File: src/rtl/nand_prog_engine.sv
// nand_prog_engine: sequences a NAND page-program or block-erase on the shared
// flash pins and pulls program data from the 128x8 buffer memory.
// Optional feature macro: NAND_STATUS_CHK_EN adds a status read (70h) after
// the ready wait, and err reports status bit0. Without it, err stays 0 and
// F_REN stays 1.
module nand_prog_engine #(
  parameter int unsigned TWB_CYC = 4
) (
  input  logic        clk,
  input  logic        rst,
  input  logic        start,
  input  logic        op,
  input  logic [17:0] f_addr,
  input  logic [6:0]  m_addr,
  input  logic [6:0]  len,
  output logic        busy,
  output logic        done,
  output logic        err,
  output logic        M_RW,
  output logic [6:0]  M_A,
  input  logic [7:0]  M_D,
  output logic [7:0]  F_OUT,
  output logic        F_EN,
  input  logic [7:0]  F_IN,
  output logic        F_CLE,
  output logic        F_ALE,
  output logic        F_WEN,
  output logic        F_REN,
  input  logic        F_RB
);

  localparam int unsigned TCNT_W = 16;

  localparam logic [7:0] CMD_PTR_LO  = 8'h00;
  localparam logic [7:0] CMD_PTR_HI  = 8'h01;
  localparam logic [7:0] CMD_PROG    = 8'h80;
  localparam logic [7:0] CMD_PROG_GO = 8'h10;
  localparam logic [7:0] CMD_ERASE   = 8'h60;
  localparam logic [7:0] CMD_ERASE_GO = 8'hD0;
`ifdef NAND_STATUS_CHK_EN
  localparam logic [7:0] CMD_STATUS  = 8'h70;
`endif

  typedef enum logic [3:0] {
    IDLE,
    PTR,
    CMD1,
    ADDR,
    FETCH,
    DATA,
    CMD2,
    TWB,
    WAIT_RB,
`ifdef NAND_STATUS_CHK_EN
    STAT_CMD,
    STAT_RD,
`endif
    DONE
  } state_t;

  state_t              state;
  logic                phase;   // 0: WEN/REN low half, 1: rising-strobe half
  logic                op_r;
  logic [7:0]          col_r;
  logic [8:0]          row_r;   // {f_addr[17], f_addr[16:9]}
  logic [6:0]          ma_r;
  logic [6:0]          cnt;     // data bytes remaining after the current one
  logic [1:0]          aidx;
  logic [TCNT_W-1:0]   tcnt;

  // Only read requests are ever issued to the buffer.
  assign M_RW = 1'b1;

  // Keeps the full flash input bus referenced in every build.
  logic unused_fin;
  assign unused_fin = ^F_IN;

  // Address cycle byte: 0 = column, 1 = row low, 2 = row high.
  function automatic logic [7:0] addr_byte(input logic [1:0] idx,
                                           input logic [7:0] col,
                                           input logic [8:0] row);
    case (idx)
      2'd0:    addr_byte = col;
      2'd1:    addr_byte = row[7:0];
      default: addr_byte = {7'd0, row[8]};
    endcase
  endfunction

  // Sequencer: state, counters and all registered pin outputs.
  always_ff @(posedge clk) begin
    if (rst) begin
      state <= IDLE;
      phase <= 1'b0;
      op_r  <= 1'b0;
      col_r <= 8'h00;
      row_r <= 9'h000;
      ma_r  <= 7'h00;
      cnt   <= 7'h00;
      aidx  <= 2'd0;
      tcnt  <= '0;
      busy  <= 1'b0;
      done  <= 1'b0;
      err   <= 1'b0;
      M_A   <= 7'h00;
      F_OUT <= 8'h00;
      F_EN  <= 1'b0;
      F_CLE <= 1'b0;
      F_ALE <= 1'b0;
      F_WEN <= 1'b1;
      F_REN <= 1'b1;
    end else begin
      done <= 1'b0;
      case (state)
        IDLE: begin
          if (start) begin
            op_r  <= op;
            col_r <= f_addr[7:0];
            row_r <= {f_addr[17], f_addr[16:9]};
            ma_r  <= m_addr;
            cnt   <= len;
            err   <= 1'b0;
            busy  <= 1'b1;
            phase <= 1'b0;
            F_EN  <= 1'b1;
            F_CLE <= 1'b1;
            F_WEN <= 1'b0;
            if (op) begin
              state <= CMD1;
              F_OUT <= CMD_ERASE;
            end else begin
              state <= PTR;
              F_OUT <= f_addr[8] ? CMD_PTR_HI : CMD_PTR_LO;
            end
          end
        end

        PTR: begin
          if (!phase) begin
            F_WEN <= 1'b1;
            phase <= 1'b1;
          end else begin
            state <= CMD1;
            phase <= 1'b0;
            F_WEN <= 1'b0;
            F_OUT <= CMD_PROG;
          end
        end

        CMD1: begin
          if (!phase) begin
            F_WEN <= 1'b1;
            phase <= 1'b1;
          end else begin
            state <= ADDR;
            phase <= 1'b0;
            aidx  <= op_r ? 2'd1 : 2'd0;
            F_CLE <= 1'b0;
            F_ALE <= 1'b1;
            F_WEN <= 1'b0;
            F_OUT <= addr_byte(op_r ? 2'd1 : 2'd0, col_r, row_r);
          end
        end

        ADDR: begin
          if (!phase) begin
            F_WEN <= 1'b1;
            phase <= 1'b1;
            // Present the first buffer address a cycle early so M_D is ready in FETCH.
            if (aidx == 2'd2 && !op_r) M_A <= ma_r;
          end else begin
            phase <= 1'b0;
            if (aidx == 2'd2) begin
              F_ALE <= 1'b0;
              if (op_r) begin
                state <= CMD2;
                F_CLE <= 1'b1;
                F_WEN <= 1'b0;
                F_OUT <= CMD_ERASE_GO;
              end else begin
                state <= FETCH;
              end
            end else begin
              aidx  <= aidx + 2'd1;
              F_WEN <= 1'b0;
              F_OUT <= addr_byte(aidx + 2'd1, col_r, row_r);
            end
          end
        end

        FETCH: begin
          state <= DATA;
          phase <= 1'b0;
          F_OUT <= M_D;
          F_WEN <= 1'b0;
        end

        DATA: begin
          if (!phase) begin
            F_WEN <= 1'b1;
            phase <= 1'b1;
            if (cnt != 7'd0) M_A <= M_A + 7'd1;
          end else begin
            phase <= 1'b0;
            if (cnt == 7'd0) begin
              state <= CMD2;
              F_CLE <= 1'b1;
              F_WEN <= 1'b0;
              F_OUT <= CMD_PROG_GO;
            end else begin
              cnt   <= cnt - 7'd1;
              state <= FETCH;
            end
          end
        end

        CMD2: begin
          if (!phase) begin
            F_WEN <= 1'b1;
            phase <= 1'b1;
          end else begin
            state <= TWB;
            phase <= 1'b0;
            tcnt  <= '0;
            F_CLE <= 1'b0;
            F_EN  <= 1'b0;
          end
        end

        TWB: begin
          if (tcnt == TCNT_W'(TWB_CYC - 1)) state <= WAIT_RB;
          else                               tcnt  <= tcnt + TCNT_W'(1);
        end

        WAIT_RB: begin
          if (F_RB) begin
`ifdef NAND_STATUS_CHK_EN
            state <= STAT_CMD;
            phase <= 1'b0;
            F_EN  <= 1'b1;
            F_CLE <= 1'b1;
            F_WEN <= 1'b0;
            F_OUT <= CMD_STATUS;
`else
            state <= DONE;
            done  <= 1'b1;
`endif
          end
        end

`ifdef NAND_STATUS_CHK_EN
        STAT_CMD: begin
          if (!phase) begin
            F_WEN <= 1'b1;
            phase <= 1'b1;
          end else begin
            state <= STAT_RD;
            phase <= 1'b0;
            F_CLE <= 1'b0;
            F_EN  <= 1'b0;
            F_REN <= 1'b0;
          end
        end

        STAT_RD: begin
          if (!phase) begin
            // Status byte is taken on the edge where REN rises.
            F_REN <= 1'b1;
            err   <= F_IN[0];
            phase <= 1'b1;
          end else begin
            state <= DONE;
            phase <= 1'b0;
            done  <= 1'b1;
          end
        end
`endif

        DONE: begin
          state <= IDLE;
          busy  <= 1'b0;
        end

        default: state <= IDLE;
      endcase
    end
  end

endmodule
File: config.mk
export PLATFORM = sky130hd
export DESIGN_NAME = nand_prog_engine
export DESIGN_NICKNAME = d
export VERILOG_FILES = /design/src/rtl/nand_prog_engine.sv
export SDC_FILE = /design/constraint.sdc
export NUM_CORES = 1
export LEC_CHECK = 0
export ABC_AREA = 1
export CAP_MARGIN = 20
export CORE_MARGIN = 2
export CORE_UTILIZATION = 53
export CTS_CLUSTER_SIZE = 16
export DETAILED_ROUTE_END_ITERATION = 7
export PLACE_DENSITY = 0.8
export SLEW_MARGIN = 5
export SYNTH_ARGS = -nofsm -noshare
export SYNTH_HDL_FRONTEND = slang
export SYNTH_SLANG_ARGS = --single-unit
File: constraint.sdc
create_clock -name clk -period 1.8 [get_ports clk]
set_clock_uncertainty 0.05 [all_clocks]
set_input_delay 0.27 -clock clk [delete_from_list [all_inputs] [get_ports clk]]
set_output_delay 0.27 -clock clk [all_outputs]
set_load 0.02 [all_outputs]
# Word level (Yosys, flattened, before mapping)

Cells that the tools add are included.

Memories kept: 0
Flip-flop bits (word level): 76
Bits in latches: 0
Bits in writable memories: 0
Input bits: 53
Memory bits (read-only): 0
Word-level logic and storage cells: 160

Equality and inequality tests: 36
$mul: 0
Reductions and logical operators: 34
Order comparisons: 0
Add/sub/neg operators: 4
Muxes and demuxes: 68
Divide/modulo/power cells: 0
Shift operators: 0
Bitwise operators: 1

Operators with widths:

| operator                                       | count |
|---|---|
| two-way mux 8 bit                              | 8 |
| two-way mux 7 bit                              | 8 |
| case mux 8 bit (6 select lines)                | 1 |
| != test 2 bit, second input constant           | 19 |
| two-way mux 4 bit                              | 9 |
| case mux 4 bit (9 select lines)                | 1 |
| two-way mux 16 bit                             | 2 |
| case mux 16 bit (2 select lines)               | 1 |
| case mux 8 bit (2 select lines)                | 2 |
| case mux 7 bit (2 select lines)                | 2 |
| two-way mux 1 bit                              | 21 |
| adder 16 x 1 -> 16 bit, second input constant  | 1 |
| == test 16 x 2 -> 1 bit, second input constant | 1 |
| == test 4 x 3 -> 1 bit, second input constant  | 4 |
| AND reduction 8 bit                            | 2 |
| two-way mux 2 bit                              | 6 |
| AND reduction 4 bit                            | 3 |
| nonzero test 2 bit                             | 6 |
| nonzero test 6 bit                             | 2 |
| AND reduction 5 bit                            | 2 |
| AND reduction 9 bit                            | 1 |
| == test 4 x 2 -> 1 bit, second input constant  | 2 |
| == test 4 bit, second input constant           | 2 |
| adder 7 x 1 -> 7 bit, second input constant    | 1 |
| 27 further kinds                               | 36 |

# Logic depth before layout (Yosys ltp)

Word-level depth: 6
Mapped depth: 11

# Worst setup path before layout

Ideal clock, no wire load.

Path type: reg-to-reg
Start point: register cnt[0]
End point: register F_OUT[6]
Buffers on the path: 1
Cell stages (with the launch flop): 11
Setup time: 0.113 ns
Required time: 1.637 ns
Clock period less this slack: 1.560 ns
Data arrival time: 1.397 ns
Slack: 0.240 ns
Cells stage by stage: dfxtp_1 -> inv_1 -> ha_1 -> nand3_1 -> nor2_1 -> nor2_4 -> nor2_4 -> nand2_2 -> buf_6 -> nor2_1 -> nor2_1

Word-level cells in the longest chain between the ends: 3

RTL lines:

| what                                 | line | text |
|---|---|---|
| from (decl)                          | 67   | `logic [6:0] cnt;` |
| from (signal assigned)               | 120  | `cnt <= len;` |
| from (signal assigned)               | 210  | `cnt <= cnt - 7'd1;` |
| logical NOT 7 bit                    | 204  | `if (cnt == 7'd0) begin` |
| != test 2 bit (no source line)       | n/a  |  |
| AND reduction 8 bit (no source line) | n/a  |  |
| to (signal assigned)                 | 132  | `F_OUT <= f_addr[8] ? CMD_PTR_HI : CMD_PTR_LO;` |
| to (signal assigned)                 | 160  | `F_OUT <= addr_byte(op_r ? 2'd1 : 2'd0, col_r, row_r);` |
| to (signal assigned)                 | 185  | `F_OUT <= addr_byte(aidx + 2'd1, col_r, row_r);` |
| to (decl)                            | 22   | `output logic [7:0] F_OUT,` |

Every way passes these cells.
A chain may end at the register's enable or synchronous reset.

# Worst setup path after layout

Start point: register M_A[2]
End point: output M_A[2]

RTL lines:

| what                   | line | text |
|---|---|---|
| from (decl)            | 20   | `output logic [6:0] M_A,` |
| from (signal assigned) | 169  | `if (aidx == 2'd2 && !op_r) M_A <= ma_r;` |
| from (signal assigned) | 201  | `if (cnt != 7'd0) M_A <= M_A + 7'd1;` |

No word-level cell between the ends.

==> insert_results.sql <==
INSERT INTO impl_metrics (metric_group, metric, value, unit) VALUES
('die', 'initial_utilization', '54.2', '%'),
('cts', 'resized_cells_post_cts', '0', ''),
('cts', 'clk-insertion-delay-late', '0.35', 'ns'),
('synthesis', 'synth.cell_area', '0.00441', 'sq mm'),
('power', 'netSwitchingFraction', '43.1', '%'),
('critical_path', 'crit_arrival', '1.40', 'ns'),
('global_route', 'vias_in_the_first_global_route', '4270', ''),
('power', 'p_per_area', '1330', 'mW/mm^2'),
('placement', 'place_congestion', '0.908', ''),
('drt', 'detailedRoute.firstPassIterationCount', '5', ''),
('cts', 'clk_path_buf_depth', '2', ''),
('power', 'power.leakage', '0.00237', 'uW'),
('placement', 'io_buffer_count', '65', ''),
('sta', 'report.final.slew_viol_count', '0', ''),
('critical_path', 'cp.buffers_inverters', '1', ''),
('cts', 'cts_root_buf', 'sky130_fd_sc_hd__clkbuf_8', ''),
('synthesis', 'ys_types', '35', ''),
('die', 'fp.dieArea', '0.00906', 'sq mm'),
('run_status', 'run_status', 'finished clean', ''),
('final_layout', 'final_design_area_no_fill', '0.00550', 'sq mm'),
('drt', 'num_vias', '4706', ''),
('die', 'core_area', '0.00813', 'sq mm'),
('die', 'die_w', '95.2', 'um'),
('final_layout', 'ratio_of_cells_with_drive_above_1_in_the_final_layout', '11.5', '%'),
('drt', 'vias_per_cell', '5.35', ''),
('flow_run', 'max_cap_violations', '0', ''),
('global_route', 'grt_first_pass_wirelength', '18600', 'um'),
('placement', 'detailedPlacementHpwl', '8590', 'um'),
('synthesis', 'syn_inst', '693', ''),
('critical_path', 'worstSetupPathType', 'flop to output pin', ''),
('final_layout', 'fillerInstances', '726', ''),
('sta', 'grt_setup_unrepaired', 'no', ''),
('sta', 'max_freq', '581', 'MHz'),
('sta', 'fin_crit', '1.72', 'ns'),
('cts', 'clkSinkCount', '76', ''),
('power', 'power_share_of_the_combinational_group', '49.3', '%'),
('cts', 'post_cts.repair.setup_buffers', '0', ''),
('cts', 'clk_transition_reported_paths', '0.07', 'ns'),
('power', 'switchingPower', '3150', 'uW'),
('global_route', 'global_route_total_overflow', '0', ''),
('final_layout', 'area_growth_syn_to_layout', '24.7', '%'),
('final_layout', 'utilization', '67.6', '%'),
('synthesis', 'yosys_warnings', '0', ''),
('placement', 'placement.setup.worst_slack', '0.0634', 'ns'),
('drt', 'routed_wl', '11500', 'um'),
('critical_path', 'crit_path_max_incr_delay', '0.64', 'ns'),
('power', 'p_clk_share', '17.8', '%'),
('synthesis', 'seq_area_frac_synth', '34.5', '%'),
('critical_path', 'crit_fanout', '5', ''),
('drt', 'drtAntennaViolNets', '0', ''),
('cts', 'h-tree-depth', '3', ''),
('critical_path', 'crit_chain', 'clkdlybuf4s50_1', ''),
('die', 'ios', '77', ''),
('final_layout', 'num_antenna_cells', '0', ''),
('sta', 'final_cycle_utilization_of_the_critical_path', '95.6', '%'),
('cts', 'number_of_buffers_added_to_fix_hold_violations_after_cts', '0', ''),
('synthesis', 'postSynthRegisterBits', '76', ''),
('cts', 'cts_made_buffers', '9', ''),
('final_layout', 'finish.cell_count_without_fillers', '880', ''),
('drt', 'route.detailed.drc', '0', ''),
('placement', 'placement.cell_area', '0.00525', 'sq mm'),
('critical_path', 'critical-path-slowest-cell', 'sky130_fd_sc_hd__clkdlybuf4s50_1', ''),
('sta', 'total_negative_slack_for_setup_checks', '0', 'ns'),
('global_route', 'antenna_found_initial', '0', ''),
('synthesis', 'post_synth.cell_area_avg', '6.36', 'sq um'),
('drt', 'avgRoutedWirePerCell', '13.1', 'um'),
('critical_path', 'critical_path.endpoint_type', 'output pin', ''),
('power', 'p_int', '4150', 'uW'),
('drt', 'drt_first_iter_violations', '218', ''),
('placement', 'place.detailed.instances', '864', ''),
('die', 'fp.dieH', '95.2', 'um'),
('die', 'core.rowCount', '33', ''),
('sta', 'post-route-worst-setup-slack', '0.0794', 'ns'),
('global_route', 'grt_use_total', '25.7', '%'),
('sta', 'timing.final.hold_violations', '0', ''),
('cts', 'tritoncts', 'done', ''),
('critical_path', 'family_of_cells_with_the_greatest_summed_delay_on_the_critical_path', 'buffers and inverters', ''),
('final_layout', 'nNetsFinal', '830', ''),
('min_path', 'hold_path_class', 'flop to flop', ''),
('critical_path', 'cp_data_required_time', '1.48', 'ns'),
('power', 'max-vdd-ir-drop', '0.550', 'mV'),
('critical_path', 'setup.worst_path.start_class', 'flop', ''),
('power', 'power.share.sequential', '33.0', '%'),
('sta', 'final-setup-viol-count', '0', ''),
('global_route', 'maximum_number_of_pins_on_one_net_before_global_route_repair', '51', '');
## worst min-delay path, stage by stage, from the launching register on
cell and delay [ns]:
sky130_fd_sc_hd__dfxtp_1 0.31, sky130_fd_sc_hd__inv_1 0.06, sky130_fd_sc_hd__a21oi_1 0.05
## final timing paths
kind            start       end  slack, ns  depth (start not counted)
max            M_A[2]    M_A[2]       0.08                          1
min reg2reg  col_r[4]  col_r[4]       0.42                          2
max reg2reg  state[3]  state[1]       0.15                          9
min          col_r[4]  col_r[4]       0.42                          2
## power by group through the flow
| stage | registers, uW | clock network, uW | logic, uW |
|---|---|---|---|
| 6_report | 2400 | 1300 | 3590 |
| 5_1_grt | 2450 | 1390 | 4060 |
| 4_1_cts | 2380 | 1310 | 3440 |
| 3_5_place_dp | 2420 | 0 | 3430 |
| 3_3_place_gp | 2400 | 0 | 3340 |
| 2_1_floorplan | 2480 | 0 | 2360 |
## cells by family (layout without fill, tap and decap cells)
logic type	count (synthesis)	in the layout	synth area share [%]
AND/OR/NAND/NOR	385	386	38.7
AO/OA/AOI/OAI	128	128	15.3
buffers and inverters	95	175	9.42
flip-flops	76	76	34.5
adder cells (fa/ha/maj)	6	6	1.70
other	2	3	0.170
XOR/XNOR	1	1	0.199
## cell type report
class | count | area (sq um) | share of cell area [%]
multi-input combinational | 524 | 2520 | 45.9
clock inverter | 5 | 52.6 | 0.956
tap | 105 | 131 | 2.39
timing repair buffer | 89 | 861 | 15.7
clock buffer | 10 | 138 | 2.50
sequential | 76 | 1520 | 27.7
inverter | 71 | 270 | 4.92
## cell usage in the layout (no fill, tap or decap), types with 10 or more instances in the layout
| master | synthesis | final |
|---|---|---|
| sky130_fd_sc_hd__a21oi_1 | 51 | 51 |
| sky130_fd_sc_hd__buf_4 | 4 | 22 |
| sky130_fd_sc_hd__clkbuf_8 | 0 | 10 |
| sky130_fd_sc_hd__clkdlybuf4s50_1 | 0 | 63 |
| sky130_fd_sc_hd__dfxtp_1 | 76 | 74 |
| sky130_fd_sc_hd__inv_1 | 62 | 62 |
| sky130_fd_sc_hd__nand2_1 | 180 | 177 |
| sky130_fd_sc_hd__nand3_1 | 52 | 50 |
| sky130_fd_sc_hd__nand4_1 | 14 | 14 |
| sky130_fd_sc_hd__nor2_1 | 103 | 100 |
| sky130_fd_sc_hd__o21ai_0 | 62 | 61 |
## cells in the mapped netlist, drive strengths merged
cell    instances  share of area (%)
a21oi          52                6.0
and2            1               0.14
buf            14                2.5
clkbuf         10               0.88
clkinv          1              0.085
conb            2               0.17
dfxtp          76                 35
ha              6                1.7
inv            70                6.0
nand2         187                 16
nand3          59                7.7
nand3b          1               0.17
nand4          14                2.0
nor2          115                 11
nor3            4               0.45
nor4            1               0.14
o211ai          5               0.85
o21a            1               0.17
o21ai          62                7.0
o21bai          4               0.68
o22ai           4               0.57
or2             3               0.43
xor2            1               0.20
## registers in the layout, summed over array words and instances, names as in the netlist, 2 cells and up
name   flops
aidx       2
row_r      9
tcnt      16
M_A        7
state      4
F_OUT      8
col_r      8
ma_r       7
cnt        7
## through the flow
stage                     hold WS (ns)  total power, uW
final                            0.420             7290
after global routing             0.450             7900
after detailed placement         0.409             5850
after global placement           0.397             5740
after CTS                        0.420             7130
after floorplan                  0.355             4840
## per-layer routing
metal	vias to the layer above	share of wire (%)	track usage (%)	wire length [um]
met2	135	49	45.1	5670
li1	2390	-	-	-
met5	-	0	0	0
met4	0	1.1	7.13	127
met3	12	5.4	4.82	622
met1	2169	44	32.0	5070
Note: power is estimated with default switching activity, not from simulation.
